<file path="config.mk">
export PLATFORM = sky130hd
export DESIGN_NAME = adder_unit
export DESIGN_NICKNAME = d
export VERILOG_FILES = /design/src/rtl/adder_unit.sv
export SDC_FILE = /design/constraint.sdc
export NUM_CORES = 1
export LEC_CHECK = 0
export BUFFER_PORTS_ARGS = -buffer_cell sky130_fd_sc_hd__buf_2
export CAP_MARGIN = 20
export CORE_AREA = 2 2 39 41
export DETAILED_ROUTE_END_ITERATION = 10
export DIE_AREA = 0 0 41 43
export GPL_TIMING_DRIVEN = 0
export PLACE_DENSITY = 0.34
export SLEW_MARGIN = 25
export SYNTH_ARGS = -nofsm -noshare
export SYNTH_HDL_FRONTEND = slang
export SYNTH_SLANG_ARGS = --single-unit
</file>
<file path="constraint.sdc">
create_clock -name i_clk -period 1.8 [get_ports i_clk]
set_clock_uncertainty 0.15 [all_clocks]
set_input_delay 0.18 -clock i_clk [delete_from_list [all_inputs] [get_ports i_clk]]
set_output_delay 0.18 -clock i_clk [all_outputs]
set_load 0.01 [all_outputs]
</file>
<file path="src/rtl/adder_unit.sv">
// ---------------------------------------------------------------------------
// adder_unit
//
// Purpose:
//   Registered ripple-carry adder. Two WIDTH-bit operands plus a carry-in
//   go through a chain of WIDTH full-adder cells. The sum, the carry out of
//   the MSB and the signed-overflow flag are captured in one register stage.
//   Latency is one cycle, and a new add can be accepted every cycle.
//
// Parameters:
//   WIDTH        operand and sum width in bits (1 to 64)
//
// Ports:
//   i_clk        system clock, rising edge
//   i_rst_n      synchronous active-low reset
//   i_in_valid   samples i_a, i_b and i_cin when high
//   i_a          operand A (two's complement or unsigned)
//   i_b          operand B (two's complement or unsigned)
//   i_cin        carry-in to bit 0
//   o_y          registered sum, a + b + cin mod 2^WIDTH
//   o_cout       registered carry out of the MSB (unsigned overflow)
//   o_overflow   registered signed overflow
//   o_out_valid  one-cycle pulse when the result registers were loaded
// ---------------------------------------------------------------------------
module adder_unit #(
  parameter int WIDTH = 1
) (
  input  logic             i_clk,
  input  logic             i_rst_n,
  input  logic             i_in_valid,
  input  logic [WIDTH-1:0] i_a,
  input  logic [WIDTH-1:0] i_b,
  input  logic             i_cin,
  output logic [WIDTH-1:0] o_y,
  output logic             o_cout,
  output logic             o_overflow,
  output logic             o_out_valid
);

  logic [WIDTH:0]   w_carry;
  logic [WIDTH-1:0] w_sum;
  logic             w_overflow;

  logic [WIDTH-1:0] r_y;
  logic             r_cout;
  logic             r_overflow;
  logic             r_out_valid;

  assign w_carry[0] = i_cin;

  // One full-adder cell per bit. Each cell's carry output feeds the next
  // cell, so the critical path is the full WIDTH-stage ripple.
  for (genvar gi = 0; gi < WIDTH; gi++) begin : g_bit
    assign w_sum[gi]       = i_a[gi] ^ i_b[gi] ^ w_carry[gi];
    assign w_carry[gi + 1] = (i_a[gi] & i_b[gi])
                           | (i_a[gi] & w_carry[gi])
                           | (i_b[gi] & w_carry[gi]);
  end

  // Signed overflow: the carry into the sign bit differs from the carry out
  // of it. For WIDTH=1 the carry into the sign bit is cin itself.
  assign w_overflow = w_carry[WIDTH] ^ w_carry[WIDTH-1];

  // The result registers load only on accepted operands and hold otherwise.
  // The valid flag follows i_in_valid every cycle, which gives exactly one
  // pulse per accepted add. Reset wins, so operands presented on the reset
  // edge are discarded.
  always_ff @(posedge i_clk) begin
    if (!i_rst_n) begin
      r_y         <= '0;
      r_cout      <= 1'b0;
      r_overflow  <= 1'b0;
      r_out_valid <= 1'b0;
    end else begin
      r_out_valid <= i_in_valid;
      if (i_in_valid) begin
        r_y        <= w_sum;
        r_cout     <= w_carry[WIDTH];
        r_overflow <= w_overflow;
      end
    end
  end

  assign o_y         = r_y;
  assign o_cout      = r_cout;
  assign o_overflow  = r_overflow;
  assign o_out_valid = r_out_valid;

endmodule

</file>
# After elaboration in Yosys (flattened, before gate mapping)

Index checks and enable logic that the tools add are counted.

Word-level logic and storage cells: 12
Flip-flop bits (word level): 4
Input bits: 6
Output and inout port bits: 4

Bitwise gates (word level): 8

Operator list:

| operator    | count |
|---|---|
| $and 1x1->1 | 3 |
| $xor 1x1->1 | 3 |
| $or 1x1->1  | 2 |

# Longest topological paths before layout

Depth in word-level cells: 4
Depth in mapped cells: 3
Mapped depth without buffers: 3

# Worst setup path after synthesis

No wires, ideal clock.

Path kind: input -> register
Start point: input port i_a
End point: register r_overflow, in the netlist o_overflow
Slack: 0.693 ns
Data required time: 1.531 ns
Buffers on the path: 0
Data arrival time: 0.837 ns
Library setup time: 0.119 ns
Cell stages on the path: 3
Cell sequence: fa_1 -> xnor2_1 -> a21oi_1

Cells in the longest elaborated chain, start to end: 4
Elaborated cells on any way between the ends: 5
Those cells by class: bitwise: 5

RTL lines:

| item                           | RTL line | RTL |
|---|---|---|
| start: declaration             | 31       | `input logic [WIDTH-1:0] i_a,` |
| $and 1x1->1 (on tied branches) | 55, 56   |  |
| $or 1x1->1 *                   | 56       | `\| (i_a[gi] & w_carry[gi])` |
| $or 1x1->1 *                   | 57       | `\| (i_b[gi] & w_carry[gi]);` |
| $xor 1x1->1 *                  | 62       | `assign w_overflow = w_carry[WIDTH] ^ w_carry[WIDTH-1];` |
| end signal: assignment         | 79       | `r_overflow <= w_overflow;` |
| end: declaration               | 46       | `logic r_overflow;` |

Mark *: on every way between the ends. The rest lies on a longest branch, timed or not.
A chain may end at the register's enable or synchronous reset.

# Final worst setup path

Start point: input port i_a
End point: register r_overflow, in the netlist o_overflow

Cells in the longest elaborated chain, start to end: 4
Elaborated cells on any way between the ends: 5
Those cells by class: bitwise: 5

RTL lines:

| item                           | RTL line | RTL |
|---|---|---|
| $and 1x1->1 (on tied branches) | 55, 56   |  |
| $or 1x1->1 *                   | 56       |  |
| $or 1x1->1 *                   | 57       |  |
| via w_carry[1]                 | 40       | `logic [WIDTH:0] w_carry;` |
| $xor 1x1->1 *                  | 62       |  |

Mark *: on every way through the listed nets, which the timed path passes. The rest lies on a longest branch.

==> impl_metrics.csv <==
group,metric,value,unit
drt,drt_iter0_markers,2,
global_routing,grt_usage,6.244,%
clock_tree,clock_sinks,4,
layout,drive_above_1_share,52.00,%
floorplanning,io_pins,10,
placement,dpl_cell_area,224.0,µm²
drt,ant_nets,0,
drt,wl,327,µm
floorplanning,die_h,43,µm
global_routing,grt_pass1_wl,614,µm
global_routing,grt_pass1_vias,154,
critical_path,r2r-start,"o_overflow",
sta,finalSetupTns,0,ps
synth,syn_nets,20,
worst_hold_path,hp-start,"i_rst_n",
sta,grt_setup_unrepaired,"no",
drt,first_pass_iters,2,
critical_path,rrSetupSlack,1040,ps
run_status,outcome,"finished, final reports clean",
layout,nets,34,
sta,setup_viol,0,
synth,ys_types,8,
job,max_cap_violations,0,
critical_path,critPathKind,"in2reg",
power_and_ir_drop,ir_drop,0.2476,mV
power_and_ir_drop,power.density,984.6,mW/mm²
drt,via_count,133,
floorplanning,die_w,41,µm
critical_path,cp_data_arrival_time,1000,ps
layout,area.growth.synth_to_final,55.12,%
sta,worst_pin_slew,133.5,ps
sta,fmax,962.4,MHz
sta,period_minus_slack,1039,ps
drt,wl_per_cell,7.976,µm
critical_path,worst_ep_required_time,1770,ps
clock_tree,ctsHoldBuffers,0,
power_and_ir_drop,power.leakage,0.1172,nW
global_routing,antenna_found_initial,0,
clock_tree,clk_latency,230,ps
placement,gp_congestion,0.6778,
clock_tree,cts_tree,"yes",
critical_path,start_kind,"primary input",
worst_hold_path,min_path_type,"in2reg",
clock_tree,postCtsSetupBuffers,0,
power_and_ir_drop,power.total,0.2427,mW
clock_tree,cts_resized,0,
clock_tree,clk_path_buf_depth,2,
clock_tree,cts-root-buf,"clkbuf_4",
floorplanning,core_area,0.001384,mm²
sta,hold_viol_final,0,
sta,slew_viol_final,0,
drt,drc,0,
clock_tree,clkSlewWorstSetupHoldPaths,40,ps
placement,port_buffers,9,
drt,via_per_inst,3.244,
sta,slew_headroom,90.85,%
synth,synth-seq-cells,4,
global_routing,grt_overflow,0,
global_routing,grt_max_degree,6,
synth,post_synth.cell_area_avg,12.22,µm²
layout,diodes,0,
synth,yosys.area.top_type,"dfxtp_1",
synth,synthesis.area,158.9,µm²
clock_tree,htreeDepth,1,
clock_tree,cts_buffers,3,
synth,synthCells,13,
sta,fin_crit_sh,57.73,%
critical_path,crit_path_end_kind,"flop",
synth,synth_area_leaders,"dfxtp_1 (50%), fa_1 (13%), mux2i_1 (13%)",
layout,fillerInstances,150,
floorplanning,start_util,11.48,%
floorplanning,die-area,0.001763,mm²
floorplanning,rows,14,
synth,yosys_warnings,0,
critical_path,crit_path_max_fanout,2,
synth,yosysSeqAreaShare,50.39,%
layout,fin_area,246.5,µm²
critical_path,cp-startpoint,"i_a",
synth,synth_top_area_share,50.39,%
## registers in the layout, indices dropped and copies added, names as in the netlist
name         flops
o_cout           1
o_overflow       1
o_y              1
o_out_valid      1
## cell usage after synthesis, drive strengths merged
library cell and count:
dfxtp 4, mux2i 2, nor2b 2, a21oi 1, and2 1, fa 1, o21ai 1, xnor2 1
## layout make-up
type                       instances  area [µm²]  area share [%]
tap                               16       20.02           8.122
multi-input combinational          9       78.83           31.98
clock buffer                       3       22.52           9.137
sequential                         4       80.08           32.49
timing repair buffer               9       45.04           18.27
## power by group
group / internal (mW) / switching [mW] / leakage, nW
Combinational: 0.0181 / 0.0164 / 0.0702
Sequential: 0.0959 / 0.00258 / 0.0332
Clock: 0.0745 / 0.0352 / 0.0138
## logic make-up (layout without fill, tap and decap cells)
kind of cell | after synthesis | after routing | share of synthesized area, %
AOI/OAI and AO/OA | 2 | 2 | 6.293
muxes | 2 | 2 | 12.60
and+or+nand+nor | 3 | 3 | 12.60
xor gates and xnor gates | 1 | 1 | 5.513
buffers and inverters | 0 | 12 | 0
DFF | 4 | 4 | 50.40
adders and majority gates | 1 | 1 | 12.60
## routing by layer
metal | track usage [%] | routed length, µm | up-vias
li1 | - | - | 67
met1 | 5.844 | 139 | 56
met2 | 7.187 | 126 | 10
met3 | 9.424 | 61 | 0
met4 | 2.000 | 0 | 0
met5 | 0 | 0 | -
## metrics by stage
stage | hold WS, ps | worst slack [ps] | std cells | util (%)
after floorplan | 119.4 | 693.3 | 13 | -
after global placement | 280.5 | 522.3 | 38 | 16.18
after detailed placement | 294.6 | 521.6 | 38 | 16.18
after CTS | 50.44 | 754.7 | 41 | 17.81
after global routing | 59.62 | 733.6 | 41 | 17.81
final | 53.64 | 760.9 | 41 | 17.81
## worst max-delay path, cell delays in order
cell	delay [ps]
buf_2	110
fa_1	450
xnor2_1	190
a21oi_1	80
## path summary, 6_finish.rpt
check	to	depth (start not counted)
min	o_y	2
min reg2reg	o_cout	2
max	o_overflow	4
max reg2reg	o_overflow	2
## cells in the final DEF (no fill, tap or decap)
master    Yosys  layout
nor2b_1       2       2
clkbuf_4      0       3
buf_2         0       9
dfxtp_1       4       4
o21ai_0       1       1
fa_1          1       1
a21oi_1       1       1
and2_2        1       1
xnor2_1       1       1
mux2i_1       2       2
Note: power is estimated with default switching activity, not from simulation.
